<file path="src/rtl/game_sequencer.sv">
// Game phase controller: button debounce, idle/run/dead sequencing,
// BCD score, high score and scroll speed.
module game_sequencer #(
   parameter int DEBOUNCE_TICKS = 3,
   parameter int DEAD_HOLDOFF   = 30,
   parameter int SPEED_INIT     = 1,
   parameter int SPEED_MAX      = 7
) (
   input  logic        clk,
   input  logic        rst,
   input  logic        i_button,
   input  logic        i_tick_60hz,
   input  logic        i_tick_20hz,
   input  logic        i_collision,
   output logic        o_game_start_pulse,
   output logic [1:0]  o_state,
   output logic        o_running,
   output logic [15:0] o_score,
   output logic [15:0] o_hiscore,
   output logic [2:0]  o_speed
);

   localparam logic [1:0] ST_IDLE = 2'b00;
   localparam logic [1:0] ST_RUN  = 2'b01;
   localparam logic [1:0] ST_DEAD = 2'b10;

   localparam logic [2:0] DB_TICKS = 3'(DEBOUNCE_TICKS);
   localparam logic [5:0] HOLD_INI = 6'(DEAD_HOLDOFF);
   localparam logic [2:0] SP_INIT  = 3'(SPEED_INIT);
   localparam logic [2:0] SP_MAX   = 3'(SPEED_MAX);

   logic [1:0]  state_q, state_d;
   logic        pulse_q, pulse_d;
   logic [15:0] score_q, score_d;
   logic [15:0] hiscore_q, hiscore_d;
   logic [2:0]  speed_q, speed_d;
   logic [5:0]  holdoff_q, holdoff_d;
   logic        btn_lvl_q, btn_lvl_d;
   logic [2:0]  db_cnt_q, db_cnt_d;
   logic        press_q, press_d;
   logic        start;
   logic [15:0] score_inc;

   function automatic logic [15:0] bcd_inc(input logic [15:0] v);
      logic [15:0] r;
      logic        c;
      r = v;
      c = 1'b1;
      for (int i = 0; i < 4; i++) begin
         if (c) begin
            if (r[4*i +: 4] == 4'd9) begin
               r[4*i +: 4] = 4'd0;
            end else begin
               r[4*i +: 4] = r[4*i +: 4] + 4'd1;
               c = 1'b0;
            end
         end
      end
      return r;
   endfunction

   assign score_inc = bcd_inc(score_q);

   // Debounced level only moves after DEBOUNCE_TICKS differing frame samples.
   always_comb begin
      btn_lvl_d = btn_lvl_q;
      db_cnt_d  = db_cnt_q;
      press_d   = 1'b0;
      if (i_tick_60hz) begin
         if (i_button != btn_lvl_q) begin
            if (db_cnt_q + 3'd1 == DB_TICKS) begin
               btn_lvl_d = i_button;
               db_cnt_d  = 3'd0;
               press_d   = i_button;
            end else begin
               db_cnt_d = db_cnt_q + 3'd1;
            end
         end else begin
            db_cnt_d = 3'd0;
         end
      end
   end

   always_comb begin
      state_d   = state_q;
      score_d   = score_q;
      hiscore_d = hiscore_q;
      speed_d   = speed_q;
      holdoff_d = holdoff_q;
      start     = press_q &&
                  ((state_q == ST_IDLE) ||
                   ((state_q == ST_DEAD) && (holdoff_q == 6'd0)));
      pulse_d   = start;
      unique case (state_q)
         ST_IDLE: ;
         ST_RUN: begin
            // The collision latch still holds the last death during the pulse.
            if (i_collision && !pulse_q) begin
               state_d   = ST_DEAD;
               holdoff_d = HOLD_INI;
               if (score_q > hiscore_q) hiscore_d = score_q;
            end else if (i_tick_20hz && (score_q != 16'h9999)) begin
               score_d = score_inc;
               if ((score_inc[7:0] == 8'h00) && (speed_q != SP_MAX))
                  speed_d = speed_q + 3'd1;
            end
         end
         ST_DEAD: begin
            if (i_tick_60hz && (holdoff_q != 6'd0))
               holdoff_d = holdoff_q - 6'd1;
         end
         default: state_d = ST_IDLE;
      endcase
      if (start) begin
         state_d = ST_RUN;
         score_d = 16'h0000;
         speed_d = SP_INIT;
      end
   end

   always_ff @(posedge clk) begin
      if (rst) begin
         state_q   <= ST_IDLE;
         pulse_q   <= 1'b0;
         score_q   <= 16'h0000;
         hiscore_q <= 16'h0000;
         speed_q   <= SP_INIT;
         holdoff_q <= 6'd0;
         btn_lvl_q <= 1'b0;
         db_cnt_q  <= 3'd0;
         press_q   <= 1'b0;
      end else begin
         state_q   <= state_d;
         pulse_q   <= pulse_d;
         score_q   <= score_d;
         hiscore_q <= hiscore_d;
         speed_q   <= speed_d;
         holdoff_q <= holdoff_d;
         btn_lvl_q <= btn_lvl_d;
         db_cnt_q  <= db_cnt_d;
         press_q   <= press_d;
      end
   end

   assign o_game_start_pulse = pulse_q;
   assign o_state            = state_q;
   assign o_running          = (state_q == ST_RUN);
   assign o_score            = score_q;
   assign o_hiscore          = hiscore_q;
   assign o_speed            = speed_q;

endmodule
</file>
<file path="config.mk">
export PLATFORM = sky130hd
export DESIGN_NAME = game_sequencer
export DESIGN_NICKNAME = d
export VERILOG_FILES = /design/src/rtl/game_sequencer.sv
export SDC_FILE = /design/constraint.sdc
export NUM_CORES = 1
export LEC_CHECK = 0
export BUFFER_PORTS_ARGS = -buffer_cell sky130_fd_sc_hd__buf_2
export CAP_MARGIN = 20
export CORE_ASPECT_RATIO = 0.5
export CORE_UTILIZATION = 40
export DETAILED_ROUTE_END_ITERATION = 16
export GPL_ROUTABILITY_DRIVEN = 1
export GPL_TIMING_DRIVEN = 0
export SKIP_CTS_REPAIR_TIMING = 1
export SLEW_MARGIN = 20
export SYNTH_ARGS = -nofsm -noshare
export SYNTH_HDL_FRONTEND = slang
export SYNTH_SLANG_ARGS = --single-unit
export TNS_END_PERCENT = 20
</file>
<file path="constraint.sdc">
create_clock -name clk -period 3.8 [get_ports clk]
set_input_delay 0.76 -clock clk [delete_from_list [all_inputs] [get_ports clk]]
set_output_delay 0.76 -clock clk [all_outputs]
set_load 0.05 [all_outputs]
</file>
==> results of run 1 <==
worst max-delay path by stage:
stage | start | end | slack [ns]
after floorplan | o_state[0] | o_score[7] | 1.39
after global placement | o_score[12] | o_hiscore[3] | 1.50
after detailed placement | o_hiscore[15] | o_hiscore[1] | 1.47
after CTS | o_hiscore[15] | o_hiscore[1] | 1.45
after global routing | o_hiscore[15] | o_hiscore[3] | 1.25
final | o_score[15] | o_hiscore[3] | 1.48
area by class of cell:
| class | count | area [sq um] |
|---|---|---|
| fill | 635 | 3120 |
| multi-input combinational | 242 | 1630 |
| sequential | 49 | 981 |
| timing repair buffer | 44 | 220 |
| clock buffer | 7 | 143 |
| tap | 88 | 110 |
| inverter | 26 | 97.6 |
| buffer | 12 | 55.1 |
layer usage:
metal / vias to the layer above / global-route usage (%)
met5: - / 0
met3: 8 / 5.36
li1: 1243 / -
met1: 1155 / 24.5
met4: 0 / 5.36
met2: 46 / 32.9
critical path: cells and delay by family, from the launching register on:
family / cells / cell delay [ns]
compound gates: 2 / 0.34
fa+ha+maj: 1 / 0.34
buf+inv: 2 / 0.42
flops: 1 / 0.37
mux: 1 / 0.21
simple gates: 2 / 0.56
logic make-up after synthesis:
group                    share of synthesized area (%)
AO/OA/AOI/OAI                                     12.7
XOR/XNOR                                          4.44
adder cells (fa/ha/maj)                           9.96
buffers and inverters                             5.52
flip-flops                                        35.5
multiplexers                                      8.38
AND/OR/NAND/NOR                                   23.5
registers in the layout, summed over array words and instances (netlist names):
name,flops
o_speed,3
o_score,16
btn_lvl_q,1
holdoff_q,6
o_state,2
o_game_start_pulse,1
db_cnt_q,3
o_hiscore,16
press_q,1
power by group through the flow:
stage	Combinational, W	Sequential (W)	Clock, W
3_5_place_dp	0.0000281	0.000527	0
3_3_place_gp	0.0000272	0.000527	0
4_1_cts	0.0000282	0.000515	0.000457
5_1_grt	0.0000318	0.000515	0.000486
6_report	0.0000278	0.000516	0.000445
2_1_floorplan	0.0000163	0.000527	0
stage by stage:
stage	total power, W	std cells
2_1_floorplan	0.000543	329
3_3_place_gp	0.000554	461
3_5_place_dp	0.000555	461
4_1_cts	0.00100	468
5_1_grt	0.00103	468
6_report	0.000988	468
layout by cell type, fill, tap and decap left out, drive strengths merged, types with 3 or more instances in the layout:
cell	netlist	final
nand2	51	51
dfxtp	49	49
buf	3	47
inv	25	25
a21oi	25	25
mux2i	22	22
ha	22	22
nor2	18	18
clkbuf	9	16
o21ai	12	12
nand4	9	9
xnor2	8	8
nand3	7	7
nor2b	6	6
xor2	6	6
nor3b	5	5
o211ai	4	4
nor3	4	4
and3	4	4
or3	4	4
nor4	3	3
nand3b	3	3
nand2b	3	3
==> results.sh, run 1 <==
export IMPL_status="finished, final reports clean"
export IMPL_syn_to_final_growth_pct=17.1
export IMPL_clock_sinks=49
export IMPL_p_sw_share_pct=20.9
export IMPL_p_switching_w=0.000207
export IMPL_maxUsedRoutingLayer="met4"
export IMPL_grt_use_total_pct=19.3
export IMPL_finalHoldViolations=0
export IMPL_grt_pass1_wl_um=10700
export IMPL_synth_cell_types=50
export IMPL_seq_area_frac_synth_pct=35.5
export IMPL_internal_power_w=0.000781
export IMPL_skew_ns=0.00412
export IMPL_synth_commonest_cells="50 x nand2_1, 49 x dfxtp_1, 25 x a21oi_1, 25 x inv_1"
export IMPL_placed_area_sq_um=3090
export IMPL_final_util_pct=50.9
export IMPL_core_sq_um=6360
export IMPL_rr_endpoint="o_hiscore[3]"
export IMPL_synth_edf_count=0
export IMPL_antenna_cells=0
export IMPL_netlist_area_sq_um=2760
export IMPL_slew_limit_headroom_pct=53.9
export IMPL_p_leak_nw=1.33
export IMPL_io_pins=45
export IMPL_die_h_um=60.8
export IMPL_dr_wl_met2_um=2920
export IMPL_synth_top_cell_area_share_pct=35.5
export IMPL_slowest_stage="nor4_1"
export IMPL_final_nets=408
export IMPL_cp_end_kind="flop"
export IMPL_start_util_pct=43.5
export IMPL_numCtsBuffers=5
export IMPL_routedWlPerCell_um=13.9
export IMPL_die_w_um=120
export IMPL_hold_path_end="o_hiscore[11]"
export IMPL_final_setup_viol_count=0
export IMPL_clock_power_share_pct=45.0
export IMPL_synth_seq_cells=49
export IMPL_crit_required_ns=4.02
export IMPL_yosys_area_top_type="dfxtp_1"
export IMPL_setup_ws_ns=1.48
export IMPL_wl_um=6500
export IMPL_r2r_start="o_score[15]"
export IMPL_fin_area_sq_um=3240
export IMPL_wl_met1_um=3120
export IMPL_worst_path_max_fanout=10
export IMPL_viasPerCell=5.24
export IMPL_vdd_drop_max_uv=174
export IMPL_drt_pass1_iter_count=4
export IMPL_io_buffer_count=44
export IMPL_tns_ns=0
export IMPL_synth_area_top_cells="dfxtp_1 36%, ha_1 10%, mux2i_1 8.0%"
export IMPL_p_seq_share_pct=52.2
export IMPL_p_comb_share_pct=2.8
export IMPL_placementRows=20
export IMPL_reg2reg_slack_ns=1.48
export IMPL_syn_avg_cell_area_sq_um=8.40
export IMPL_worst_slew_pin_slew_ns=0.690
export IMPL_hold_ws_ns=0.472
export IMPL_routed_via_count=2452
export IMPL_period_share_pct=61.0
export IMPL_clock_latency_ns=0.29
export IMPL_synth_ff_type="dfxtp_1"
export IMPL_htreeDepth=2
export IMPL_ff2ff_path_depth=8
export IMPL_clkTransAtPathRegs_ns=0.06
export IMPL_cts_tree="built"
export IMPL_drtIter0Drc=118
export IMPL_cts_root_buf="clkbuf_16"
export IMPL_cp_common_cell="buf_4"
export IMPL_drcViolationCount=0
export IMPL_synth_most_common_cell="nand2_1"
export IMPL_drive_above_1_share_pct=16.1
export IMPL_fmax_mhz=431
export IMPL_syn_num_nets=357
export IMPL_grt_overflow=0
export IMPL_post_place_ws_ns=1.47
export IMPL_min_delay_start="o_hiscore[11]"
export IMPL_yosys_warnings=0
export IMPL_slowest_delay_ns=0.38
export IMPL_first_global_vias=2353
export IMPL_dieArea_sq_um=7260
export IMPL_grt_max_degree=14
export IMPL_place_gp_congestion=0.761
export IMPL_cp_start_kind="flop"
export IMPL_dp_hpwl_um=4950
export IMPL_rsz0062_at_grt="false"
export IMPL_hold_path_class="flop to flop"
export IMPL_cp_arrival_ns=2.54
export IMPL_wl_met3_um=402
export IMPL_cap_violations=0
export IMPL_grt_antenna_before_repair=0
export IMPL_post_route_min_period_ns=2.32
export IMPL_path_class="flop to flop"
export IMPL_antenna_left=0
export IMPL_powerDensity_nw_per_um2=305
export IMPL_clock_path_buffers=2
export IMPL_postSynthCellCount=329
export IMPL_crit_chain="ha_1 -> nand4_1 -> nor4_1 -> a21boi_0 -> o31a_1 -> buf_4 -> buf_4 -> mux2i_1"
export IMPL_synthArstFlopShare_pct=0
export IMPL_drv_slew=0
export IMPL_min_path_cells=2
No activity file was read; power rests on OpenSTA's default activity.
==> inputs of run 2 (changes only) <==
==> constraint.sdc (replaced) <==
create_clock -name clk -period 2.4 [get_ports clk]
set_input_delay 0.48 -clock clk [delete_from_list [all_inputs] [get_ports clk]]
set_output_delay 0.48 -clock clk [all_outputs]
set_load 0.05 [all_outputs]
==> run 2 against run 1 <==
Compared with the run above:
- non-clock buffer count fell by 1
- clock power rose by 60%
- die area did not move
- final area did not move
- count of clock-buffer cells in the layout did not move
- flip-flop and latch count did not move
- total power rose by 59%
- clock skew rose by 0.0012 ns
- critical path depth fell by 1
- fmax rose by 6.9%
- core utilization did not move
- critical path type unchanged
- critical endpoint is now o_hiscore[6]
==> results.sh, run 2 (same netlist as run 1, synthesis figures left out) <==
export IMPL_status="finished, final reports clean"
export IMPL_clock_sinks=49
export IMPL_core_sq_um=6360
export IMPL_slowest_delay_ns=0.39
export IMPL_worst_path_max_fanout=16
export IMPL_post_route_min_period_ns=2.17
export IMPL_critical_path_buf_inv_count=1
export IMPL_die_w_um=120
export IMPL_drtIter0Drc=160
export IMPL_crit_chain="ha_1 -> nand4_1 -> nor4_2 -> a21boi_1 -> o31a_1 -> buf_4 -> mux2i_1"
export IMPL_cp_arrival_ns=2.39
export IMPL_antenna_left=0
export IMPL_critPathTopFamily="simple AND/OR/NAND/NOR gates"
export IMPL_vdd_drop_max_uv=262
export IMPL_slowest_stage="dfxtp_1"
export IMPL_placementRows=20
export IMPL_final_cell_mix="50 x nand2_1, 49 x dfxtp_1, 45 x buf_2"
export IMPL_cts_tree="built"
export IMPL_place_gp_congestion=0.762
export IMPL_io_pins=45
export IMPL_viasPerCell=5.21
export IMPL_slew_limit_headroom_pct=54.9
export IMPL_final_setup_viol_count=0
export IMPL_dp_hpwl_um=4760
export IMPL_crit_required_ns=2.62
export IMPL_skew_ns=0.00528
export IMPL_p_leak_nw=1.33
export IMPL_io_buffer_count=44
export IMPL_period_share_pct=90.4
export IMPL_dieArea_sq_um=7260
export IMPL_clkTransAtPathRegs_ns=0.06
export IMPL_clock_latency_ns=0.29
export IMPL_grt_use_total_pct=19.2
export IMPL_multiInputGateArea_sq_um=1640
export IMPL_antenna_cells=0
export IMPL_hold_ws_ns=0.450
export IMPL_rsz0062_at_grt="false"
export IMPL_final_common_cell="nand2_1"
export IMPL_drv_slew=0
export IMPL_htreeDepth=2
export IMPL_worst_slew_pin_slew_ns=0.675
export IMPL_seq_area_sq_um=981
export IMPL_power_total_w=0.00157
export IMPL_path_class="flop to flop"
export IMPL_fill_cells=639
export IMPL_wl_um=6410
export IMPL_first_global_vias=2279
export IMPL_grt_max_degree=14
export IMPL_cap_violations=0
export IMPL_drive_above_1_share_pct=16.4
export IMPL_drt_pass1_iter_count=4
export IMPL_routed_via_count=2433
export IMPL_start_util_pct=43.5
export IMPL_hold_path_class="primary input to flop"
export IMPL_cp_start_kind="flop"
export IMPL_clock_path_buffers=2
export IMPL_fmax_mhz=461
export IMPL_grt_overflow=0
export IMPL_tns_ns=0
export IMPL_grt_pass1_wl_um=10600
export IMPL_numCtsBuffers=5
export IMPL_final_util_pct=50.9
export IMPL_routedWlPerCell_um=13.7
export IMPL_syn_to_final_growth_pct=17.1
export IMPL_powerDensity_nw_per_um2=485
export IMPL_die_h_um=60.8
export IMPL_drcViolationCount=0
export IMPL_cp_end_kind="flop"
export IMPL_cts_root_buf="clkbuf_16"
export IMPL_finalHoldViolations=0
export IMPL_grt_antenna_before_repair=0
export IMPL_final_nets=407
## run 2: changes by cell type in the layout (fill, tap and decap cells not counted), sizes merged
cell and delta:
buf -1
## run 2: per-layer routing
metal / wire [um] / global-route usage (%) / part of all wire, % / vias to the layer above
met4: 76 / 6.43 / 1.2 / 0
met5: 0 / 0 / 0 / -
li1: - / - / - / 1251
met3: 315 / 5.45 / 4.9 / 7
met2: 2870 / 32.8 / 45 / 42
met1: 3150 / 24.0 / 49 / 1133
## run 2: power by group
| group | switching, W | leakage (nW) | total [W] | internal [W] |
|---|---|---|---|---|
| registers | 0.00000131 | 0.395 | 0.000816 | 0.000815 |
| logic | 0.0000322 | 0.865 | 0.0000443 | 0.0000121 |
| clock network | 0.000300 | 0.0700 | 0.000710 | 0.000410 |
## run 2: final timing paths
kind                                    start       endpoint  slack, ns  cells after the start
worst max-delay path              o_score[10]   o_hiscore[6]       0.23                      7
worst min-delay path                      rst        press_q       0.45                      2
worst max register to register    o_score[10]   o_hiscore[6]       0.23                      7
worst min register to register  o_hiscore[14]  o_hiscore[14]       0.47                      2
## run 2: per-stage QoR
| step | setup slack, ns | instances | cell area (sq um) |
|---|---|---|---|
| floorplan | 0.00453 | 329 | 2760 |
| global placement | 0.0926 | 461 | 3090 |
| detailed placement | 0.0173 | 461 | 3090 |
| CTS | -0.00563 | 468 | 3240 |
| global route | 0.0418 | 467 | 3240 |
| finish | 0.230 | 467 | 3240 |
## run 2: final cells by class
cell class	instances	share of cell area, %
plain buffers	11	1.47
clock buffers	7	4.41
inverters	26	3.02
multi-input cells	242	50.6
flip-flops and latches	49	30.3
well taps	88	3.40
repair buffers	44	6.81
## run 2: worst register-to-register path: cells and delay by family (launching register included)
kind                       cells  cell delay (ns)
buffers and inverters          1             0.28
AOI/OAI and AO/OA              2             0.34
and+or+nand+nor                2             0.49
adders and majority gates      1             0.34
muxes                          1             0.25
DFF                            1             0.39
==> inputs of run 3 (changes only) <==
--- a/config.mk
+++ b/config.mk
@@ -5,6 +5,7 @@
 export SDC_FILE = /design/constraint.sdc
 export NUM_CORES = 1
 export LEC_CHECK = 0
+export ABC_AREA = 1
 export BUFFER_PORTS_ARGS = -buffer_cell sky130_fd_sc_hd__buf_2
 export CAP_MARGIN = 20
 export CORE_ASPECT_RATIO = 0.5
==> run 3 against run 2 <==
Compared with the run above:
- sequential power barely moved
- clock skew rose by 0.0034 ns
- count of clock-buffer cells in the layout did not move
==> results.sh, run 3 <==
export IMPL_status="finished, final reports clean"
export IMPL_syn_avg_cell_area_sq_um=6.94
export IMPL_fmax_mhz=524
export IMPL_critPathTopFamily="simple AND/OR/NAND/NOR gates"
export IMPL_cp_depth=13
export IMPL_final_setup_viol_count=0
export IMPL_netlist_area_sq_um=2920
export IMPL_synth_ff_type="dfxtp_1"
export IMPL_syn_num_nets=449
export IMPL_internal_power_w=0.00124
export IMPL_p_switching_w=0.000333
export IMPL_synth_edf_count=0
export IMPL_place_gp_congestion=0.847
export IMPL_crit_chain="inv_2 -> ha_1 -> o21bai_1 -> nand2_1 -> nand2_1 -> nand2_1 -> nand2_1 -> nand2_1 -> nand2_1 -> buf_2 -> nand3_1 -> nand2_1 -> nor2_1"
export IMPL_start_util_pct=42.6
export IMPL_postSynthCellCount=421
export IMPL_synth_top_cell_area_share_pct=33.6
export IMPL_io_buffer_count=44
export IMPL_die_h_um=62.4
export IMPL_finalHoldViolations=0
export IMPL_p_comb_share_pct=3.0
export IMPL_final_nets=500
export IMPL_p_seq_share_pct=51.9
export IMPL_slowest_stage="dfxtp_1"
export IMPL_fill_cells=747
export IMPL_path_class="flop to flop"
export IMPL_syn_to_final_growth_pct=16.4
export IMPL_grt_use_total_pct=19.5
export IMPL_cp_start_kind="flop"
export IMPL_cp_end_kind="flop"
export IMPL_hold_path_class="primary input to flop"
export IMPL_post_place_ws_ns=0.494
export IMPL_drt_pass1_iter_count=4
export IMPL_routedWlPerCell_um=12.0
export IMPL_clock_latency_ns=0.29
export IMPL_drv_slew=0
export IMPL_placementRows=21
export IMPL_clock_sinks=49
export IMPL_routed_via_count=2748
export IMPL_dp_hpwl_um=5350
export IMPL_core_sq_um=6860
export IMPL_p_sw_share_pct=21.2
export IMPL_viasPerCell=4.87
export IMPL_drive_above_1_share_pct=19.7
export IMPL_synth_cell_types=34
export IMPL_vdd_drop_max_uv=275
export IMPL_yosys_area_top_type="dfxtp_1"
export IMPL_antenna_left=0
export IMPL_powerDensity_nw_per_um2=463
export IMPL_synth_area_top_cells="dfxtp_1 34%, nand2_1 10%, ha_1 9.4%"
export IMPL_clkTransAtPathRegs_ns=0.07
export IMPL_grt_pass1_wl_um=11600
export IMPL_ff2ff_path_depth=13
export IMPL_clock_power_share_pct=45.1
export IMPL_synth_seq_cells=49
export IMPL_rsz0062_at_grt="false"
export IMPL_dieArea_sq_um=7670
export IMPL_final_cell_mix="78 x nand2_1, 52 x nor2_1, 51 x buf_2"
export IMPL_crit_required_ns=2.58
export IMPL_io_pins=45
export IMPL_grt_overflow=0
export IMPL_drcViolationCount=0
export IMPL_cts_tree="built"
export IMPL_numCtsBuffers=5
export IMPL_yosys_warnings=0
export IMPL_post_route_min_period_ns=1.91
export IMPL_cp_arrival_ns=2.09
export IMPL_worst_path_max_fanout=10
export IMPL_min_path_cells=3
export IMPL_first_global_vias=2485
export IMPL_cts_root_buf="clkbuf_16"
export IMPL_grt_max_degree=14
export IMPL_p_leak_nw=1.56
export IMPL_tns_ns=0
export IMPL_final_common_cell="nand2_1"
export IMPL_synthArstFlopShare_pct=0
export IMPL_htreeDepth=2
export IMPL_period_share_pct=79.6
export IMPL_clock_path_buffers=2
export IMPL_antenna_cells=0
export IMPL_grt_antenna_before_repair=0
export IMPL_synth_commonest_cells="78 x nand2_1, 52 x nor2_1, 49 x dfxtp_1, 49 x inv_1, 48 x a21oi_1"
export IMPL_critical_path_buf_inv_count=2
export IMPL_slew_limit_headroom_pct=66.7
export IMPL_worst_slew_pin_slew_ns=0.499
export IMPL_wl_um=6800
export IMPL_drtIter0Drc=89
export IMPL_seq_area_frac_synth_pct=33.6
export IMPL_synth_most_common_cell="nand2_1"
export IMPL_setup_ws_ns=0.490
export IMPL_die_w_um=123
export IMPL_skew_ns=0.00867
export IMPL_slowest_delay_ns=0.44
export IMPL_cap_violations=0
export IMPL_cp_common_cell="nand2_1"
==> run 3: per-layer routing <==
layer | track usage, % | share of wire, % | vias to the layer above
met1 | 27.2 | 52 | 1219
met3 | 5.93 | 5.4 | 5
met4 | 5.49 | 0.87 | 0
li1 | - | - | 1480
met2 | 28.7 | 41 | 44
met5 | 0 | 0 | -
==> run 3: cell type report <==
cell class	instances	area [sq um]	share of cell area, %
Inverter	56	210	6.19
Timing Repair Buffer	44	220	6.48
Sequential cell	49	981	28.9
Tap cell	92	115	3.39
Multi-Input combinational cell	303	1660	48.8
Clock buffer	7	143	4.20
Buffer	13	70.1	2.06
==> run 3: metrics by stage <==
stage | power, W | area, sq um | utilization [%] | std cells | hold WS [ns]
floorplan | 0.000867 | 2920 | - | 421 | 0.456
global placement | 0.000882 | 3260 | 47.5 | 557 | 0.468
detailed placement | 0.000883 | 3260 | 47.5 | 557 | 0.484
CTS | 0.00160 | 3400 | 49.6 | 564 | 0.441
global route | 0.00165 | 3400 | 49.6 | 564 | 0.453
finish | 0.00157 | 3400 | 49.6 | 564 | 0.449
==> run 3: cells by family (layout without fill, tap and decap cells) <==
logic type,Yosys count,after routing,share of synthesized area (%)
AOI/OAI and AO/OA,80,80,14.8
xor gates and xnor gates,4,4,1.20
adders and majority gates,22,22,9.43
buffers and inverters,69,120,9.60
DFF,49,49,33.6
muxes,1,1,0.343
and+or+nand+nor,196,196,31.0
==> run 3: worst register-to-register path: cells and delay by family, from the launching register on <==
| kind | cells | cell delay (ns) |
|---|---|---|
| and+or+nand+nor | 9 | 0.63 |
| adders and majority gates | 1 | 0.22 |
| AOI/OAI and AO/OA | 1 | 0.13 |
| DFF | 1 | 0.44 |
| buffers and inverters | 2 | 0.37 |
==> run 3: final timing paths <==
check	start	to	slack, ns
worst max-delay path	o_score[0]	o_hiscore[11]	0.49
worst min-delay path	i_button	press_q	0.45
worst max register to register	o_score[0]	o_hiscore[11]	0.49
worst min register to register	db_cnt_q[2]	db_cnt_q[2]	0.49
==> run 3: power groups by stage <==
stage / registers, W / clock network (W) / logic [W]
3_3_place_gp: 0.000835 / 0 / 0.0000475
2_1_floorplan: 0.000835 / 0 / 0.0000323
6_report: 0.000816 / 0.000710 / 0.0000477
3_5_place_dp: 0.000835 / 0 / 0.0000479
4_1_cts: 0.000816 / 0.000731 / 0.0000479
5_1_grt: 0.000816 / 0.000778 / 0.0000540
